==> src/rtl/io_bus_responder_pkg.sv <==
// Shared constants for the memory-mapped I/O responder: register indices,
// bus FSM encodings, CTRL bit positions and the byte-lane write merge.
package io_bus_pkg;

    localparam logic [2:0] REG_ID       = 3'd0;
    localparam logic [2:0] REG_LED      = 3'd1;
    localparam logic [2:0] REG_GPIO_OUT = 3'd2;
    localparam logic [2:0] REG_GPIO_IN  = 3'd3;
    localparam logic [2:0] REG_TIMER    = 3'd4;
    localparam logic [2:0] REG_TCMP     = 3'd5;
    localparam logic [2:0] REG_CTRL     = 3'd6;
    localparam logic [2:0] REG_STATUS   = 3'd7;

    localparam int CTRL_TIMER_EN = 0;
    localparam int CTRL_IRQ_EN   = 1;

    typedef enum logic [1:0] {
        S_IDLE = 2'd0,
        S_WAIT = 2'd1,
        S_ACK  = 2'd2
    } bus_state_e;

    // Replace the byte lanes of old_v selected by be with those of new_v.
    function automatic logic [31:0] be_merge(input logic [31:0] old_v,
                                             input logic [31:0] new_v,
                                             input logic [3:0]  be);
        logic [31:0] r;
        r = old_v;
        for (int i = 0; i < 4; i++)
            if (be[i]) r[8*i +: 8] = new_v[8*i +: 8];
        return r;
    endfunction

endpackage

==> src/rtl/io_bus_responder_if.sv <==
// Core data-bus signals seen by the I/O responder; master is the core side.
interface io_bus_responder_if;
    logic [31:0] address;
    logic [31:0] data_out;
    logic        write_e;
    logic        read_e;
    logic [3:0]  BE;
    logic [31:0] data_in;
    logic        halt;

    modport master (output address, data_out, write_e, read_e, BE,
                    input  data_in, halt);
    modport slave  (input  address, data_out, write_e, read_e, BE,
                    output data_in, halt);
endinterface

==> src/rtl/io_bus_responder_sync.sv <==
// Multi-flop synchronizer for asynchronous level inputs.
module io_sync #(
    parameter int WIDTH = 16,
    parameter int DEPTH = 2
) (
    input  logic             clk,
    input  logic             rst_n,
    input  logic [WIDTH-1:0] d,
    output logic [WIDTH-1:0] q
);
    // ff[0] samples the raw input, ff[DEPTH-1] is the settled output.
    logic [DEPTH-1:0][WIDTH-1:0] ff;

    always_ff @(posedge clk or negedge rst_n) begin
        if (!rst_n) ff <= '0;
        else        ff <= {ff[DEPTH-2:0], d};
    end

    assign q = ff[DEPTH-1];
endmodule

==> src/rtl/io_bus_responder.sv <==
// I/O responder on the core data bus: decodes address[31]=1, stalls via halt,
// and owns the LED, GPIO, timer/compare and interrupt registers.
module io_bus_responder
    import io_bus_pkg::*;
#(
    parameter int          WAIT        = 1,
    parameter logic [31:0] ID_VALUE    = 32'h52560001,
    parameter int          SYNC_STAGES = 2
) (
    input  logic                      clk,
    input  logic                      res,
    io_bus_responder_if.slave         bus,
    input  logic [15:0]               gpio_in,
    output logic [15:0]               led,
    output logic [15:0]               gpio_out,
    output logic                      irq
);
    localparam logic [3:0] CNT_INIT = 4'(WAIT - 1);

    bus_state_e  state, state_nx;
    logic [3:0]  cnt, cnt_nx;
    logic        sel;
    logic [2:0]  idx;
    logic        commit, capture, match_clr;
    logic [31:0] rd_val, wmerge, rdata;
    logic [31:0] timer, tcmp;
    logic [1:0]  ctrl;
    logic        match;
    logic [15:0] gpio_sync;
    logic        unused_addr;

    assign sel         = (bus.read_e | bus.write_e) & bus.address[31];
    assign idx         = bus.address[4:2];
    assign unused_addr = ^{bus.address[30:5], bus.address[1:0]};

    // Reset also masks halt so the core is never stalled while we are held.
    assign bus.halt    = res & sel & (state != S_ACK);
    assign bus.data_in = rdata;

    assign commit    = (state == S_ACK) & sel & bus.write_e;
    assign capture   = (state == S_WAIT) & sel & (cnt == '0) & bus.read_e;
    assign match_clr = commit & (idx == REG_STATUS) & bus.BE[0] & bus.data_out[0];

    io_sync #(.WIDTH(16), .DEPTH(SYNC_STAGES)) u_gpio_sync (
        .clk   (clk),
        .rst_n (res),
        .d     (gpio_in),
        .q     (gpio_sync)
    );

    always_ff @(posedge clk or negedge res) begin
        if (!res) begin
            state <= S_IDLE;
            cnt   <= '0;
        end else begin
            state <= state_nx;
            cnt   <= cnt_nx;
        end
    end

    always_comb begin
        state_nx = state;
        cnt_nx   = cnt;
        case (state)
            S_IDLE: if (sel) begin
                state_nx = S_WAIT;
                cnt_nx   = CNT_INIT;
            end
            S_WAIT: begin
                if (!sel) begin
                    state_nx = S_IDLE;
                    cnt_nx   = '0;
                end else if (cnt != '0) begin
                    cnt_nx = cnt - 4'd1;
                end else begin
                    state_nx = S_ACK;
                end
            end
            S_ACK:   state_nx = S_IDLE;
            default: state_nx = S_IDLE;
        endcase
    end

    always_comb begin
        rd_val = '0;
        case (idx)
            REG_ID:       rd_val = ID_VALUE;
            REG_LED:      rd_val = {16'h0, led};
            REG_GPIO_OUT: rd_val = {16'h0, gpio_out};
            REG_GPIO_IN:  rd_val = {16'h0, gpio_sync};
            REG_TIMER:    rd_val = timer;
            REG_TCMP:     rd_val = tcmp;
            REG_CTRL:     rd_val = {30'h0, ctrl};
            REG_STATUS:   rd_val = {31'h0, match};
            default:      rd_val = '0;
        endcase
    end

    // Merging into the read view truncates naturally to each register's width.
    assign wmerge = be_merge(rd_val, bus.data_out, bus.BE);

    always_ff @(posedge clk or negedge res) begin
        if (!res) begin
            rdata    <= '0;
            led      <= '0;
            gpio_out <= '0;
            timer    <= '0;
            tcmp     <= '0;
            ctrl     <= '0;
            match    <= 1'b0;
            irq      <= 1'b0;
        end else begin
            if (capture) rdata <= rd_val;

            if (commit && idx == REG_LED)      led      <= wmerge[15:0];
            if (commit && idx == REG_GPIO_OUT) gpio_out <= wmerge[15:0];
            if (commit && idx == REG_TCMP)     tcmp     <= wmerge;
            if (commit && idx == REG_CTRL)     ctrl     <= wmerge[1:0];

            if (commit && idx == REG_TIMER)  timer <= wmerge;
            else if (ctrl[CTRL_TIMER_EN])    timer <= timer + 32'd1;

            // A coincident compare hit beats a W1C clear.
            if (ctrl[CTRL_TIMER_EN] && timer == tcmp) match <= 1'b1;
            else if (match_clr)                       match <= 1'b0;

            irq <= match & ctrl[CTRL_IRQ_EN];
        end
    end
endmodule
==> src/flat_wrapper.sv <==
// flat-port wrapper written by rule: the top's interface ports become plain ports
module io_bus_responder_flat import io_bus_pkg::*;
#(
    parameter int          WAIT        = 1,
    parameter logic [31:0] ID_VALUE    = 32'h52560001,
    parameter int          SYNC_STAGES = 2
)
  (clk, res, gpio_in, led, gpio_out, irq, bus_address, bus_data_out, bus_write_e, bus_read_e, bus_BE, bus_data_in, bus_halt);
  io_bus_responder_if bus_i ();
  input  logic clk;
  input  logic res;
  input  logic [15:0] gpio_in;
  output logic [15:0] led;
  output logic [15:0] gpio_out;
  output logic irq;
  input wire logic [$bits(bus_i.address)-1:0] bus_address;
  input wire logic [$bits(bus_i.data_out)-1:0] bus_data_out;
  input wire logic [$bits(bus_i.write_e)-1:0] bus_write_e;
  input wire logic [$bits(bus_i.read_e)-1:0] bus_read_e;
  input wire logic [$bits(bus_i.BE)-1:0] bus_BE;
  output wire logic [$bits(bus_i.data_in)-1:0] bus_data_in;
  output wire logic [$bits(bus_i.halt)-1:0] bus_halt;
  assign bus_i.address = bus_address;
  assign bus_i.data_out = bus_data_out;
  assign bus_i.write_e = bus_write_e;
  assign bus_i.read_e = bus_read_e;
  assign bus_i.BE = bus_BE;
  assign bus_data_in = bus_i.data_in;
  assign bus_halt = bus_i.halt;
  io_bus_responder #(.WAIT(WAIT), .ID_VALUE(ID_VALUE), .SYNC_STAGES(SYNC_STAGES)) u_core (.clk(clk), .res(res), .bus(bus_i), .gpio_in(gpio_in), .led(led), .gpio_out(gpio_out), .irq(irq));
endmodule
==> config.mk <==
export PLATFORM = sky130hd
export DESIGN_NAME = io_bus_responder_flat
export DESIGN_NICKNAME = d
export VERILOG_FILES = /design/src/rtl/io_bus_responder_pkg.sv /design/src/rtl/io_bus_responder_if.sv /design/src/rtl/io_bus_responder_sync.sv /design/src/rtl/io_bus_responder.sv /design/src/flat_wrapper.sv
export SDC_FILE = /design/constraint.sdc
export NUM_CORES = 1
export LEC_CHECK = 0
export CORE_ASPECT_RATIO = 0.6
export CORE_UTILIZATION = 53
export CTS_BUF_LIST = sky130_fd_sc_hd__clkbuf_8 sky130_fd_sc_hd__clkbuf_16
export CTS_CLUSTER_SIZE = 30
export DETAILED_ROUTE_END_ITERATION = 16
export HOLD_SLACK_MARGIN = 0.02
export MAX_ROUTING_LAYER = met4
export PLACE_DENSITY = 0.91
export SKIP_LAST_GASP = 1
export SLEW_MARGIN = 10
export SYNTH_ARGS = -nofsm -noshare
export SYNTH_HDL_FRONTEND = slang
export SYNTH_SLANG_ARGS = --single-unit
==> constraint.sdc <==
create_clock -name clk -period 2.02 [get_ports clk]
set_input_delay 0.303 -clock clk [delete_from_list [all_inputs] [get_ports clk]]
set_output_delay 0.303 -clock clk [all_outputs]
set_load 0.005 [all_outputs]
# Word level (Yosys, flattened, before mapping)
# Index checks and enable logic that the tools add are counted.
# op_classes
n_addsub,2
n_eq_ne,14
mux,17
bitwise_logic,13
reduce_logical,15
# op_table
op,n
$pmux 32 s8,1
$mux 32,2
$add 32x1->32 const B,1
$eq 32x32->1,1
$mux 8,4
$and 1x1->1,12
$eq 3x3->1 const B,4
$mux 4,3
$pmux 4 s2,1
$eq 3x2->1 const B,2
$logic_and 1x1->1,6
$mux 2,3
$ne 3x3->1 const B,2
$reduce_bool 2->1,3
$logic_not 4->1,1
$pmux 2 s2,1
$reduce_bool 4->1,1
$sub 4x1->4 const B,1
$eq 3x1->1 const B,1
$logic_not 3->1,1
$reduce_and 3->1,1
$eq 2x1->1 const B,1
$eq 2x2->1 const B,1
$logic_not 2->1,1
5 further kinds,6
# word_totals
register_bits,170
input_bits,88
output_inout_bits,66
elab_cells,73

# Logic depth before layout (Yosys ltp)
# Gate-level depths: netlist of run 1.
# depth
ltp_word,9
depth_mapped,9
ltp_nobuf,7

# Cells and area by module
# From an unflattened synthesis of run 1, not the netlist that was laid out.
# unflattened
cells_unflattened,831
area_unflattened_um2,8259.2
# modules_own_cells
module,n_inst,cells_each,area_each_um2,seq_area_each_um2
io_bus_responder,1,783,7338.3,3453.3
io_sync,1,48,920.9,800.8

# Least setup slack after synthesis of run 1
# OpenSTA, ideal clock, no wires.
# synth_timing
path_kind,flip-flop to flip-flop
start,register u_core.cnt[0]
end,"register u_core.rdata[0], in the netlist u_core.bus.data_in[0]"
setup_ns,0.135
arrival_time_ns,1.682
t_required_ns,1.885
path_slack_ns,0.202
stages_incl_launch_ff,9
path_buffers,2
period_less_slack_ns,1.818
path_cell_list,dfrtp_1 > inv_1 > ha_1 > and4bb_2 > and3_1 > nand2_1 > buf_2 > clkbuf_1 > o21ai_0
# synth_between
elab_chain_len,3
# synth_rtl
element,line,source
start: declaration,io_bus_responder.sv:21,"logic [3:0] cnt, cnt_nx;"
start signal: assignment,io_bus_responder.sv:57,cnt <= cnt_nx;
$logic_not 4->1,io_bus_responder.sv:41,assign capture = (state == S_WAIT) & sel & (cnt == '0) & bus.read_e;
$and 1x1->1 (2 in a row),io_bus_responder.sv:41,
end signal: assignment,io_bus_responder.sv:113,if (capture) rdata <= rd_val;
end: declaration,io_bus_responder.sv:25,"logic [31:0] rd_val, wmerge, rdata;"
# Every way passes these cells.
# A chain may end at the register's enable or synchronous reset.

# Final worst setup path of run 1
# layout_timing
start,input bus_address[4]
end,register u_core.led[9]
# layout_between
elab_chain_len,3
word_cells_on_any_way,11
cone_classes,eq/ne (7); mux (2); reduce/logical (2)
# layout_rtl
element,line,source
start: declaration,flat_wrapper.sv:16,input wire logic [$bits(bus_i.address)-1:0] bus_address;
$eq 3x3->1 (tied with other cells),io_bus_responder.sv:86,case (idx)
$pmux 32 s8,io_bus_responder.sv:86,
$mux 8,io_bus_responder_pkg.sv:30,if (be[i]) r[8*i +: 8] = new_v[8*i +: 8];
end signal: assignment,io_bus_responder.sv:115,if (commit && idx == REG_LED) led <= wmerge[15:0];
end: declaration,io_bus_responder.sv:14,"output logic [15:0] led,"
# Parallel ways exist; a longest one is shown, timed or not.

==> results of run 1 <==
[synthesized netlist by cell type, types with 15 or more instances]
cell	number	area [um2]
sky130_fd_sc_hd__nand4_1	15	93.8
sky130_fd_sc_hd__nand2b_1	16	100
sky130_fd_sc_hd__o21ai_0	98	490
sky130_fd_sc_hd__nor2_1	31	116
sky130_fd_sc_hd__o31ai_1	18	135
sky130_fd_sc_hd__clkbuf_1	33	124
sky130_fd_sc_hd__nand2_1	169	634
sky130_fd_sc_hd__and3_1	16	100
sky130_fd_sc_hd__xor2_1	31	272
sky130_fd_sc_hd__mux2i_1	47	470
sky130_fd_sc_hd__dfrtp_1	170	4250
sky130_fd_sc_hd__xnor2_1	32	280
sky130_fd_sc_hd__mux2_2	25	282
[power by group through the flow]
stage | registers, uW | logic [uW] | clock network, uW
3_3_place_gp | 4520 | 2630 | 0
6_report | 4520 | 2780 | 3340
3_5_place_dp | 4550 | 2700 | 0
2_1_floorplan | 4490 | 1300 | 0
4_1_cts | 4510 | 2740 | 3330
5_1_grt | 4590 | 3030 | 3490
[cells by family (layout without fill, tap and decap cells)]
kind of cell / count (synthesis) / count (layout) / synth area share [%]
AOI/OAI and AO/OA: 162 / 162 / 11.4
adders and majority gates: 2 / 2 / 0.301
DFF: 170 / 170 / 51.1
and+or+nand+nor: 307 / 307 / 17.6
muxes: 72 / 72 / 9.04
xor gates and xnor gates: 63 / 63 / 6.63
buffers and inverters: 70 / 242 / 3.97
[routing by layer]
metal  wire, um  part of all wire, %  GRT usage (%)  vias to the layer above
met5          0                    0              -                        -
met3       2310                  9.6           7.62                       31
met4        321                  1.3           8.97                        0
li1           -                    -              -                     3240
met2      10500                   44           45.4                      369
met1      10900                   45           45.6                     3530
[final timing paths]
path,start,endpoint
max,bus_address[4],u_core.led[9]$_DFFE_PN0P_
min reg2reg,u_core.u_gpio_sync.ff[15]$_DFF_PN0_,u_core.u_gpio_sync.q[15]$_DFF_PN0_
max in group asynchronous,res,u_core.tcmp[30]$_DFFE_PN0P_
min,res,u_core.cnt[3]$_DFFE_PN0P_
max reg2reg,u_core.cnt[1]$_DFFE_PN0P_,u_core.bus.data_in[15]$_DFFE_PN0P_
min in group clk,gpio_in[8],u_core.u_gpio_sync.ff[8]$_DFF_PN0_
[repair_timing]
item	in CTS	in global routing
endpoints found under the setup margin	0	29
gates resized for setup	0	7
setup buffers	0	2
[state kept, by name, summed over array words and instances, names as in the netlist]
register	count
u_core.u_gpio_sync.q	16
u_core.state	2
u_core.gpio_out	16
u_core.tcmp	32
u_core.cnt	4
u_core.irq	1
u_core.match	1
u_core.led	16
u_core.timer	32
u_core.u_gpio_sync.ff	16
u_core.ctrl	2
u_core.bus.data_in	32
[metrics by stage]
step / TNS, ns / util (%)
floorplan: 0 / -
global placement: -7.59 / 66.5
detailed placement: -14.38 / 66.5
CTS: 0 / 70.4
global route: -0.0234 / 70.7
finish: 0 / 70.7
[layout by cell type, fill, tap and decap left out, types with 6 or more instances in the layout]
master / instances
sky130_fd_sc_hd__o22ai_1: 14
sky130_fd_sc_hd__mux2_2: 25
sky130_fd_sc_hd__xor2_1: 31
sky130_fd_sc_hd__nand2b_1: 16
sky130_fd_sc_hd__nand2_1: 168
sky130_fd_sc_hd__buf_12: 9
sky130_fd_sc_hd__and3_1: 16
sky130_fd_sc_hd__nand4_1: 15
sky130_fd_sc_hd__buf_4: 63
sky130_fd_sc_hd__xnor2_1: 32
sky130_fd_sc_hd__o31ai_1: 14
sky130_fd_sc_hd__a221oi_1: 6
sky130_fd_sc_hd__nor2b_1: 6
sky130_fd_sc_hd__mux2i_1: 46
sky130_fd_sc_hd__o21ai_0: 98
sky130_fd_sc_hd__dfrtp_1: 170
sky130_fd_sc_hd__inv_1: 16
sky130_fd_sc_hd__clkbuf_16: 17
sky130_fd_sc_hd__nor4_1: 9
sky130_fd_sc_hd__a21oi_1: 11
sky130_fd_sc_hd__nand3_1: 14
sky130_fd_sc_hd__nor3_1: 6
sky130_fd_sc_hd__clkdlybuf4s50_1: 123
sky130_fd_sc_hd__nor2_1: 30
[final cells by class]
type,count,area [um2]
Sequential cell,170,4250
Timing Repair Buffer,197,1900
Clock buffer,21,480
Fill cell,1074,4490
Multi-Input combinational cell,606,3780
Inverter,14,52.6
Clock inverter,10,118
Tap cell,203,254
==> reports/results.md, run 1 <==
| Result | This run |
| --- | --- |
| Run status | complete, but fails checks |
| Failing checks | negative hold slack |
| Latest clock arrival within the worst-skew pair | 0.43 ns |
| Final hold viol count | 24 |
| Count of mapped cells out of synthesis | 846 |
| Depth of the CTS H-tree | 4 |
| Max Clock Freq | 0.511 GHz |
| Number of stages on the worst setup path | 6 |
| Setup repair after global routing missed its margin | yes |
| Data required time of the critical path | 2.30 ns |
| Max FO, Critical Path | 27 |
| Final WS setup | 0.0621 ns |
| Number of synthesized flops with an enable pin | 0 |
| Antenna violation net count after detailed routing | 0 |
| Ordered list of cells on the worst path | clkdlybuf4s50_1, buf_12, mux2i_1, o22ai_1, o31ai_1, o21ai_0 |
| Biggest cell delay along the critical path | 0.59 ns |
| Average wire per cell in the routed design | 19.7 um |
| Clock root cell | sky130_fd_sc_hd__clkbuf_16 |
| Starting density of the core | 54.3% |
| Power density of the placed cells | 982 mW/mm2 |
| CTS clock-pin slew for the worst setup and hold paths | 0.07 ns |
| Fraction of final layout cells with drive strength greater than 1 | 14.3% |
| Residual DRC count | 0 |
| Number of buffers inserted for hold repair after clock tree synthesis | 0 |
| Internal Power | 7440 uW |
| Row count | 35 |
| Synthesized flop and latch total | 170 |
| Clock Skew | 0.00895 ns |
| Number of nets in the finished design | 1,096 |
| NetSw | 3190 uW |
| Top cell family by delay on the critical path | buffers and inverters |
| Critical path's slowest cell | sky130_fd_sc_hd__clkdlybuf4s50_1 |
| Syn_nets | 936 |
| I/O Pins | 154 |
| Transition at the pin with the smallest max-transition slack | 1.05 ns |
| Average instance area after synthesis | 9.84 um2 |
| Shortest period the worst path allows | 1.96 ns |
| Count of clock tree sinks | 170 |
| Longest Clk Path Bufs | 2 |
| Total iterations of the first detailed-routing run | 5 |
| Total of warnings raised by yosys | 0 |
| Reg-to-reg slack, setup | 0.12 ns |
| Clock network power share | 31.4% |
| Final setup viols | 0 |
| Synth unique cells | 56 |
| Vias | 7,170 |
| Maximum vdd drop | 0.541 mV |
| Critical path start-end classification | in2reg |
| Area growth from synthesis to final layout | 30.2% |
| Inserted Diodes | 0 |
| Share of the yosys chip area belonging to registers | 51.1% |
| Part of the power in registers | 42.5% |
| Pin count of the biggest net entering global routing | 171 |
| Horizontal die dimension | 164 um |
| Ys async rst share | 100% |
| Count of buffer and inverter cells on the critical path | 2 |
| Number of antenna violations at the first check in global routing | 0 |
| Total Die Area | 0.0162 mm2 |
| Worst hold path class | in2async |
| CTS tree | built |
| Cell area after placement | 0.0102 mm2 |
| Core region area | 0.0153 mm2 |
| Slew Viols, Final | 0 |
| Worst Setup Start Kind | input pin |
| Fraction of power spent switching nets | 30.0% |
| Global route overflow | 0 |
| Sum of internal, switching and leakage power | 10,600 uW |
| Wire length of the first global-routing pass | 38,300 um |
| Final standard cell area without fillers | 0.0108 mm2 |
| Share of the clock period used by the worst path | 96.9% |
| Per-cell via count in the routed design | 5.87 |
| Worst slew margin relative to its limit | 30.3% |
| Final instance count without filler cells | 1,221 |
| R2R depth | 7 |
| Max Cap Violations | 0 |
| Share of power burned in combinational logic | 26.1% |
| P_leak | 0.00470 uW |
| Final weighted congestion in routability-driven placement | 0.975 |
| Kind of end point of the critical path | flop |
| Total routed wirelength | 24,000 um |
| Global routing usage summed across all routing layers | 32.0% |
| Cell Count Post-Placement | 1,188 |
| Via count of the first global-routing pass | 7,169 |
| Syn Std Cell Area | 0.00832 mm2 |
| Detailed placement HPWL | 16,400 um |
| DR iter-0 viols | 844 |
| Die H | 99.1 um |
| Primary flip-flop cell chosen by synthesis mapping | sky130_fd_sc_hd__dfrtp_1 |
| Worst endpoint data arrival time | 2.24 ns |
| Worst-case setup slack after placement | -0.324 ns |
| Min Hold Slack | -0.0835 ns |
| Number of buffers inserted by port buffering | 125 |
| TritonCTS Buffers | 17 |
Power figures use the tool's default switching activity.
==> run 2, diff against run 1 <==
--- a/config.mk
+++ b/config.mk
@@ -10,6 +10,7 @@
 export CTS_BUF_LIST = sky130_fd_sc_hd__clkbuf_8 sky130_fd_sc_hd__clkbuf_16
 export CTS_CLUSTER_SIZE = 30
 export DETAILED_ROUTE_END_ITERATION = 16
+export GPL_TIMING_DRIVEN = 0
 export HOLD_SLACK_MARGIN = 0.02
 export MAX_ROUTING_LAYER = met4
 export PLACE_DENSITY = 0.91
==> run 2 against run 1 <==
The flow finishes with violations (negative hold slack, negative setup slack); fmax shrank 4.2%; clock skew rose by 0.0024 ns; highest routed layer unchanged; sequential share of layout area is 0.38 points higher.
==> reports/results.md, run 2 (synthesized netlist as in run 1, its figures left out) <==
| Result | This run | Change |
| --- | --- | --- |
| Biggest cell delay along the critical path | 0.58 ns | was 0.59 ns |
| Global route overflow | 0 | unchanged |
| Final WS setup | -0.0227 ns | was 0.0621 ns |
| Maximum vdd drop | 0.597 mV | was 0.541 mV |
| Wire length of the first global-routing pass | 38,900 um | was 38,300 um |
| Slew Viols, Final | 0 | unchanged |
| Final setup viols | 5 | was 0 |
| Max Cap Violations | 0 | unchanged |
| Min Hold Slack | -0.189 ns | was -0.0835 ns |
| Number of antenna violations at the first check in global routing | 1 | was 0 |
| Critical path's slowest cell | sky130_fd_sc_hd__clkbuf_1 | was sky130_fd_sc_hd__clkdlybuf4s50_1 |
| Final cell utilization of the core | 70.1% | was 70.7% |
| Transition at the pin with the smallest max-transition slack | 0.726 ns | was 1.05 ns |
| Vias | 7,466 | was 7,170 |
| Worst slew margin relative to its limit | 51.6% | was 30.3% |
| Clock Skew | 0.0113 ns | was 0.00895 ns |
| Die H | 99.1 um | unchanged |
| Share of the clock period used by the worst path | 101% | was 96.9% |
| Total iterations of the first detailed-routing run | 7 | was 5 |
| Top library cells by usage in the layout, fill and taps aside | 168 x sky130_fd_sc_hd__nand2_1, 168 x sky130_fd_sc_hd__dfrtp_1, 121 x sky130_fd_sc_hd__clkdlybuf4s50_1 | was 170 x sky130_fd_sc_hd__dfrtp_1, 168 x sky130_fd_sc_hd__nand2_1, 123 x sky130_fd_sc_hd__clkdlybuf4s50_1 |
| Number of buffers inserted by port buffering | 123 | was 125 |
| Run status | complete, but fails checks | unchanged |
| Max Clock Freq | 0.490 GHz | was 0.511 GHz |
| Longest Clk Path Bufs | 2 | unchanged |
| P_leak | 0.00462 uW | was 0.00470 uW |
| DR iter-0 viols | 963 | was 844 |
| TritonCTS Buffers | 17 | unchanged |
| Antenna violation net count after detailed routing | 0 | unchanged |
| Total Die Area | 0.0162 mm2 | unchanged |
| Sum of internal, switching and leakage power | 10,800 uW | was 10,600 uW |
| Worst endpoint data arrival time | 2.35 ns | was 2.24 ns |
| Ordered list of cells on the worst path | buf_2, buf_2, clkbuf_1, nand3b_1, clkbuf_2, nand2_1, o21ai_0 | was clkdlybuf4s50_1, buf_12, mux2i_1, o22ai_1, o31ai_1, o21ai_0 |
| Horizontal die dimension | 164 um | unchanged |
| Per-cell via count in the routed design | 6.20 | was 5.87 |
| Residual DRC count | 0 | unchanged |
| Average wire per cell in the routed design | 21.6 um | was 19.7 um |
| CTS clock-pin slew for the worst setup and hold paths | 0.07 ns | about the same |
| Row count | 35 | unchanged |
| Worst-case setup slack after placement | -0.768 ns | was -0.324 ns |
| Data required time of the critical path | 2.32 ns | was 2.30 ns |
| Power density of the placed cells | 1010 mW/mm2 | was 982 mW/mm2 |
| Shortest period the worst path allows | 2.04 ns | was 1.96 ns |
| Latest clock arrival within the worst-skew pair | 0.44 ns | was 0.43 ns |
| Setup TNS after final layout | -0.0610 ns | was 0 ns |
| Kind of end point of the critical path | flop | unchanged |
| Global routing usage summed across all routing layers | 33.4% | was 32.0% |
| Critical path's most frequent cell | sky130_fd_sc_hd__buf_2 |  |
| Worst hold path class | in2async | unchanged |
| Setup repair after global routing missed its margin | yes | unchanged |
| CTS tree | built | unchanged |
| Total routed wirelength | 26,000 um | was 24,000 um |
| Worst Setup Start Kind | input pin | unchanged |
| Core region area | 0.0153 mm2 | unchanged |
| Failing checks | negative hold slack, negative setup slack | was negative hold slack |
| Via count of the first global-routing pass | 6,995 | was 7,169 |
| Starting density of the core | 54.3% | unchanged |
| Final hold viol count | 61 | was 24 |
| Fraction of final layout cells with drive strength greater than 1 | 14.2% | was 14.3% |
| Pin count of the biggest net entering global routing | 110 | was 171 |
| Critical path start-end classification | in2reg | unchanged |
| Max FO, Critical Path | 10 | was 27 |
| I/O Pins | 154 | unchanged |
| Final weighted congestion in routability-driven placement | 1.01 | was 0.975 |
| Count of clock tree sinks | 170 | unchanged |
| Clock root cell | sky130_fd_sc_hd__clkbuf_16 | unchanged |
| Area growth from synthesis to final layout | 29.1% | was 30.2% |
| Detailed placement HPWL | 17,500 um | was 16,400 um |
| Depth of the CTS H-tree | 4 | unchanged |
| Number of nets in the finished design | 1,078 | was 1,096 |
## run 2: path summary, 6_finish.rpt
check                                                   start                             endpoint  slack [ns]  depth (start not counted)
min                                                       res    u_core.u_gpio_sync.q[6]$_DFF_PN0_       -0.19                          1
max in group asynchronous                                 res         u_core.timer[12]$_DFFE_PN0P_        1.28                          2
min in group clk                                  gpio_in[11]  u_core.u_gpio_sync.ff[11]$_DFF_PN0_        0.30                          1
max                                            bus_address[2]           u_core.led[10]$_DFFE_PN0P_       -0.02                          7
max reg2reg                      u_core.timer[10]$_DFFE_PN0P_         u_core.timer[21]$_DFFE_PN0P_        0.04                          6
min reg2reg                u_core.u_gpio_sync.ff[8]$_DFF_PN0_    u_core.u_gpio_sync.q[8]$_DFF_PN0_        0.35                          0
## run 2: area by class of cell
type	count	area [um2]
multi-input combinational	606	3910
antenna	1	2.50
clock inverter	13	178
tap	203	254
inverter	14	52.6
timing repair buffer	126	1280
fill	1084	4590
buffer	53	349
clock buffer	19	453
sequential	170	4260
## run 2: report_power, final
group	total (uW)	switching [uW]	internal, uW	leakage, uW
registers	4550	553	4000	0.00214
clock network	3550	1420	2130	0.000319
logic	2720	1280	1440	0.00216
total	10800	3260	7570	0.00462
## run 2: critical path, delay by kind of cell
| kind | cells | cell delay, ns |
|---|---|---|
| AO/OA/AOI/OAI | 1 | 0.09 |
| buffers and inverters | 4 | 1.48 |
| AND/OR/NAND/NOR | 2 | 0.46 |
## run 2: metrics by stage
step           cell area [um2]  std cells
3_3_place_gp              9810       1172
5_1_grt                  10700       1205
2_1_floorplan             8320        846
4_1_cts                  10600       1207
6_report                 10700       1205
3_5_place_dp              9840       1173
## run 2: metal layers
metal  up-vias  GRT usage (%)  routed length, um
li1       3221              -                  -
met1      3678           46.2              11000
met2       499           46.8              11300
met3        68           10.6               3170
met4         0           9.40                569
met5         -              -                  0
## run 2: what timing repair did
item | 4_1_cts | 5_1_grt
buffers inserted | 2 | 0
pin swaps | 0 | 3
resized for setup | 38 | 63
setup endpoints to repair | 121 | 125
hold endpoints to repair | 61 | 61
